File: src/rtl/sseg_scan_reader_if.sv
// Observation-side bundle for the 7-segment scan reader: raw display lines in,
// recovered digits and status out.
interface sseg_scan_reader_if;
    logic [6:0]  SSeg;
    logic [3:0]  An;
    logic        ClrErr;
    logic [15:0] Digits;
    logic [3:0]  Valid;
    logic        Update;
    logic        BadSeg;

    modport master (
        output SSeg, An, ClrErr,
        input  Digits, Valid, Update, BadSeg
    );

    modport slave (
        input  SSeg, An, ClrErr,
        output Digits, Valid, Update, BadSeg
    );
endinterface

File: src/rtl/sseg_scan_reader.sv
// Reads back a multiplexed common-anode 7-segment bus, debounces each digit
// and decodes the segment pattern to BCD with per-digit validity.
module sseg_scan_reader #(
    parameter int STABLE_CNT = 4
) (
    input  logic clk,
    input  logic rst_n,
    sseg_scan_reader_if.slave bus
);
    localparam logic [3:0] STABLE = 4'(STABLE_CNT);

    typedef enum logic [1:0] {DEC_DIGIT, DEC_BLANK, DEC_BAD} dec_kind_t;

    logic [6:0]      seg_s1, seg_sync;
    logic [3:0]      an_s1, an_sync;
    logic [1:0]      last_k;
    logic [6:0]      last_pat;
    logic [3:0]      run_cnt, cnt_nxt;
    logic [3:0][3:0] digit_q;
    logic [3:0]      valid_q;
    logic            update_q, bad_q;

    logic [3:0]      act;
    logic            legal, same, commit;
    logic [1:0]      cur_k;
    logic [3:0]      dec_val;
    dec_kind_t       dec_kind;

    // Two-flop synchronizers; reset values look like a blank, deselected bus.
    always_ff @(posedge clk or negedge rst_n) begin
        if (!rst_n) begin
            seg_s1   <= 7'h7F;
            seg_sync <= 7'h7F;
            an_s1    <= 4'hF;
            an_sync  <= 4'hF;
        end else begin
            seg_s1   <= bus.SSeg;
            seg_sync <= seg_s1;
            an_s1    <= bus.An;
            an_sync  <= an_s1;
        end
    end

    always_comb begin
        act   = ~an_sync;
        legal = (act != 4'h0) && ((act & (act - 4'h1)) == 4'h0);
        cur_k = 2'd0;
        case (act)
            4'b0010: cur_k = 2'd1;
            4'b0100: cur_k = 2'd2;
            4'b1000: cur_k = 2'd3;
            default: cur_k = 2'd0;
        endcase
    end

    always_comb begin
        dec_val  = 4'hE;
        dec_kind = DEC_DIGIT;
        case (seg_sync)
            7'h40: dec_val = 4'd0;
            7'h79: dec_val = 4'd1;
            7'h24: dec_val = 4'd2;
            7'h30: dec_val = 4'd3;
            7'h19: dec_val = 4'd4;
            7'h12: dec_val = 4'd5;
            7'h02: dec_val = 4'd6;
            7'h78: dec_val = 4'd7;
            7'h00: dec_val = 4'd8;
            7'h10: dec_val = 4'd9;
            7'h7F: begin dec_val = 4'hF; dec_kind = DEC_BLANK; end
            default: begin dec_val = 4'hE; dec_kind = DEC_BAD; end
        endcase
    end

    // Commit only on the edge the run first reaches STABLE; a saturated run
    // stays quiet until a different or interrupted sample starts a new one.
    always_comb begin
        same    = legal && (cur_k == last_k) && (seg_sync == last_pat);
        cnt_nxt = run_cnt;
        if (!legal)
            cnt_nxt = 4'd0;
        else if (same)
            cnt_nxt = (run_cnt >= STABLE) ? run_cnt : run_cnt + 4'd1;
        else
            cnt_nxt = 4'd1;
        commit = legal && (cnt_nxt == STABLE) && !(same && run_cnt == STABLE);
    end

    always_ff @(posedge clk or negedge rst_n) begin
        if (!rst_n) begin
            last_k   <= 2'd0;
            last_pat <= 7'h7F;
            run_cnt  <= 4'd0;
        end else begin
            run_cnt <= cnt_nxt;
            if (legal && !same) begin
                last_k   <= cur_k;
                last_pat <= seg_sync;
            end
        end
    end

    always_ff @(posedge clk or negedge rst_n) begin
        if (!rst_n) begin
            digit_q  <= '1;
            valid_q  <= '0;
            update_q <= 1'b0;
            bad_q    <= 1'b0;
        end else begin
            update_q <= commit;
            for (int i = 0; i < 4; i++) begin
                if (commit && cur_k == 2'(i)) begin
                    digit_q[i] <= dec_val;
                    valid_q[i] <= (dec_kind == DEC_DIGIT);
                end
            end
            // Set beats clear on the same edge.
            if (commit && dec_kind == DEC_BAD)
                bad_q <= 1'b1;
            else if (bus.ClrErr)
                bad_q <= 1'b0;
        end
    end

    assign bus.Digits = digit_q;
    assign bus.Valid  = valid_q;
    assign bus.Update = update_q;
    assign bus.BadSeg = bad_q;
endmodule

File: src/flat_wrapper.sv
// flat-port wrapper written by rule: the top's interface ports become plain ports
module sseg_scan_reader_flat 
#(
    parameter int STABLE_CNT = 4
)
  (clk, rst_n, bus_SSeg, bus_An, bus_ClrErr, bus_Digits, bus_Valid, bus_Update, bus_BadSeg);
  sseg_scan_reader_if bus_i ();
  input  logic clk;
  input  logic rst_n;
  input wire logic [$bits(bus_i.SSeg)-1:0] bus_SSeg;
  input wire logic [$bits(bus_i.An)-1:0] bus_An;
  input wire logic [$bits(bus_i.ClrErr)-1:0] bus_ClrErr;
  output wire logic [$bits(bus_i.Digits)-1:0] bus_Digits;
  output wire logic [$bits(bus_i.Valid)-1:0] bus_Valid;
  output wire logic [$bits(bus_i.Update)-1:0] bus_Update;
  output wire logic [$bits(bus_i.BadSeg)-1:0] bus_BadSeg;
  assign bus_i.SSeg = bus_SSeg;
  assign bus_i.An = bus_An;
  assign bus_i.ClrErr = bus_ClrErr;
  assign bus_Digits = bus_i.Digits;
  assign bus_Valid = bus_i.Valid;
  assign bus_Update = bus_i.Update;
  assign bus_BadSeg = bus_i.BadSeg;
  sseg_scan_reader #(.STABLE_CNT(STABLE_CNT)) u_core (.clk(clk), .rst_n(rst_n), .bus(bus_i));
endmodule
File: config.mk
export PLATFORM = sky130hd
export DESIGN_NAME = sseg_scan_reader_flat
export DESIGN_NICKNAME = d
export VERILOG_FILES = /design/src/rtl/sseg_scan_reader_if.sv /design/src/rtl/sseg_scan_reader.sv /design/src/flat_wrapper.sv
export SDC_FILE = /design/constraint.sdc
export NUM_CORES = 1
export LEC_CHECK = 0
export ABC_AREA = 1
export BUFFER_PORTS_ARGS = -buffer_cell sky130_fd_sc_hd__buf_2
export CAP_MARGIN = 20
export CORE_MARGIN = 4
export CORE_UTILIZATION = 33
export DETAILED_ROUTE_END_ITERATION = 8
export PLACE_DENSITY = 0.49
export SYNTH_ARGS = -nofsm -noshare
export SYNTH_HDL_FRONTEND = slang
export SYNTH_SLANG_ARGS = --single-unit
export TNS_END_PERCENT = 20
File: constraint.sdc
create_clock -name clk -period 2.32 [get_ports clk]
set_input_delay 0.116 -clock clk [delete_from_list [all_inputs] [get_ports clk]]
set_output_delay 0.116 -clock clk [all_outputs]
set_load 0.005 [all_outputs]
==> reports/qor.txt <==
Routed wire per std cell -> 11.48 um
Seq cells post-synth -> 57
DR pass1 iterations -> 4
Most frequent cells after synthesis -> 81 x nand2_1, 45 x dfstp_2, 35 x inv_1
Final nets -> 358
Number of diodes -> 0
Rel. slew slack -> 53.06%
GRT overflow -> 0
Final WS setup -> 267.4 ps
Final setup TNS -> 0 ps
Clock tree from TritonCTS -> yes
Site Rows -> 31
Main flop type after synthesis -> dfstp_2
Worst Setup Path Type -> flop to flop
IO Port Bufs -> 35
CP max FO -> 19
Post-DP HPWL -> 3702 um
Multi-input logic area -> 889.6 sq um
PwrDens -> 773.3 nW/um^2
Filler Cell Count -> 758
Post-layout min period -> 2053 ps
First-pass GRT wire length -> 8783 um
Post-layout util -> 44.24%
Insertion delay to the later sink of the worst-skew pair -> 340 ps
FF+latch area -> 1483 sq um
Number of global-route vias before repair -> 1890
Top-area cell type share of the netlist area -> 46.64%
Fraction of layout instances using a drive strength above 1 -> 33.43%
Largest area contributor in the netlist -> dfstp_2
Worst slack, placed -> 204.3 ps
Initial antenna violation count -> 0
Worst slew pin tran -> 704.1 ps
Syn_nets -> 294
CP arrival -> 2290 ps
Clock buffer depth -> 2
Via count -> 1977
DIE WIDTH -> 95.65 um
Hold Crit Class -> input pin to flop
Die Area -> 9148 sq um
Achievable Freq -> 487.2 MHz
CTS Buf Count -> 9
CTS root buf -> clkbuf_8
Routed vias/inst -> 4.433
Io pins -> 36
Ys async rst share -> 100.0%
DR iter-0 viols -> 67
Peak supply drop -> 0.4504 mV
Core Region -> 7370 sq um
RSZ-0062 raised after global routing -> false
Status -> complete, no violations
Static Leak -> 1.640 nW
Synthesized instance count -> 278
Distinct cell type count after synthesis -> 25
Max cap viols -> 0
Clock sink count -> 57
Crit. End Element -> flop
Final Max Slew Viols -> 0
Area Growth Syn to Fin -> 28.63%
DRT Wirelength -> 5120 um
Clock Skews -> 10.29 ps
Ranking of synthesized cells by area -> dfstp_2 47%, nand2_1 12%, dfrtp_1 12%, nand4_1 6.4%, inv_1 5.2%
Initial core utilization -> 34.40%
Worst path required time -> 2550 ps
Die Y -> 95.65 um
Post-Syn Area -> 2535 sq um
Post-synthesis average cell area -> 9.118 sq um
Most common cell in the synthesized netlist -> nand2_1
Number of synthesized flops with an enable pin -> 0
Gr usage total -> 12.69%
Clock-pin slew on the worst setup and hold paths -> 70 ps
Drt drc -> 0
Setup violations, final -> 0
Post-synthesis sequential area ratio -> 58.49%
Largest net degree at the start of global routing -> 33
Final hold vios -> 0
Yosys warning count -> 0
Tcrit/Tclk final -> 88.47%
CP startpoint kind -> flop
Antenna viol nets, final -> 0
Placer congestion estimate -> 0.7796
H-tree depth -> 3
-- power breakdown --
group          leakage [nW]  internal, mW  switching (mW)
clock network         0.129         0.802           0.398
logic                 0.877        0.0775           0.125
registers             0.634          1.08          0.0365
total                  1.64          1.96           0.560
-- cells by family (layout without fill, tap and decap cells) --
group                      after synthesis  in the layout  synth area share, %
and+or+nand+nor                        155            156                27.94
DFF                                     57             57                58.49
buffers and inverters                   40            108                6.861
AOI/OAI and AO/OA                       21             21                4.689
xor gates and xnor gates                 3              3                1.037
adders and majority gates                2              2               0.9870
-- sequential cells by signal (all words and copies together), names as in the netlist --
register and flops:
u_core.seg_s1 7, u_core.bus.Digits 16, u_core.an_s1 4, u_core.seg_sync 7
u_core.last_pat 7, u_core.bus.Update 1, u_core.last_k 2, u_core.bus.BadSeg 1
u_core.run_cnt 4, u_core.an_sync 4, u_core.bus.Valid 4
-- layout make-up --
| class | count | area share [%] |
|---|---|---|
| Multi-Input combinational cell | 182 | 27.28 |
| Tap cell | 99 | 3.799 |
| Clock buffer | 12 | 5.065 |
| Sequential cell | 57 | 45.47 |
| Inverter | 35 | 4.029 |
| Clock inverter | 4 | 2.993 |
| Timing Repair Buffer | 57 | 11.36 |
-- critical path: stages, from the launching register on --
cell and delay (ps):
dfstp_2 580, inv_1 50, nand2_1 90, o21ai_1 110, a21oi_4 230, nand2_2 100, nor2_4 110, nand3_1 120
nand2_4 200, nand3_1 210, nand2_1 100, nand2_1 50
-- timing repair --
action | in CTS | in global routing
gates resized for setup | 0 | 1
setup buffers | 0 | 2
endpoints found under the setup margin | 0 | 16
hold buffers | 12 | 0
hold endpoints to repair | 22 | 0
-- worst paths after layout --
path	start	to	slack, ps	cells after the start
setup / recovery	u_core.an_sync[2]	u_core.bus.Valid[0]	270	11
hold / removal	bus_ClrErr	u_core.bus.BadSeg	40	4
setup reg to reg	u_core.an_sync[2]	u_core.bus.Valid[0]	270	11
hold reg to reg	u_core.seg_s1[0]	u_core.seg_sync[0]	350	0
max in group asynchronous	rst_n	u_core.last_pat[0]	1240	3
min in group asynchronous	rst_n	u_core.run_cnt[3]	360	2
-- through the flow --
step                hold WS, ps  instances  instance area (sq um)  power (mW)
floorplan                -179.6        278                   2535       1.253
global placement          220.9        415                   2851       1.320
detailed placement        218.4        415                   2851       1.324
CTS                       17.58        443                   3234       2.552
global route              51.20        446                   3261       2.639
finish                    37.48        446                   3261       2.521
-- routing by layer --
layer / GRT usage [%] / up-vias / routed length (um)
met3: 3.157 / 10 / 253
met2: 18.12 / 40 / 2220
li1: - / 1037 / -
met5: 0 / - / 0
met4: 6.754 / 0 / 95
met1: 17.56 / 890 / 2550
-- cell usage in the layout, fill, tap and decap left out, types with 3 or more instances in the layout --
cell type / n
inv_1: 35
buf_2: 35
bufinv_16: 3
nand2_1: 81
dlygate4sd3_1: 12
nand3_1: 17
a21oi_1: 6
clkbuf_8: 12
dfstp_2: 45
dfrtp_1: 12
o21ai_0: 11
buf_4: 10
nand4_1: 26
nand2_2: 3
nor2_1: 20
No activity file was read; power rests on OpenSTA's default activity.
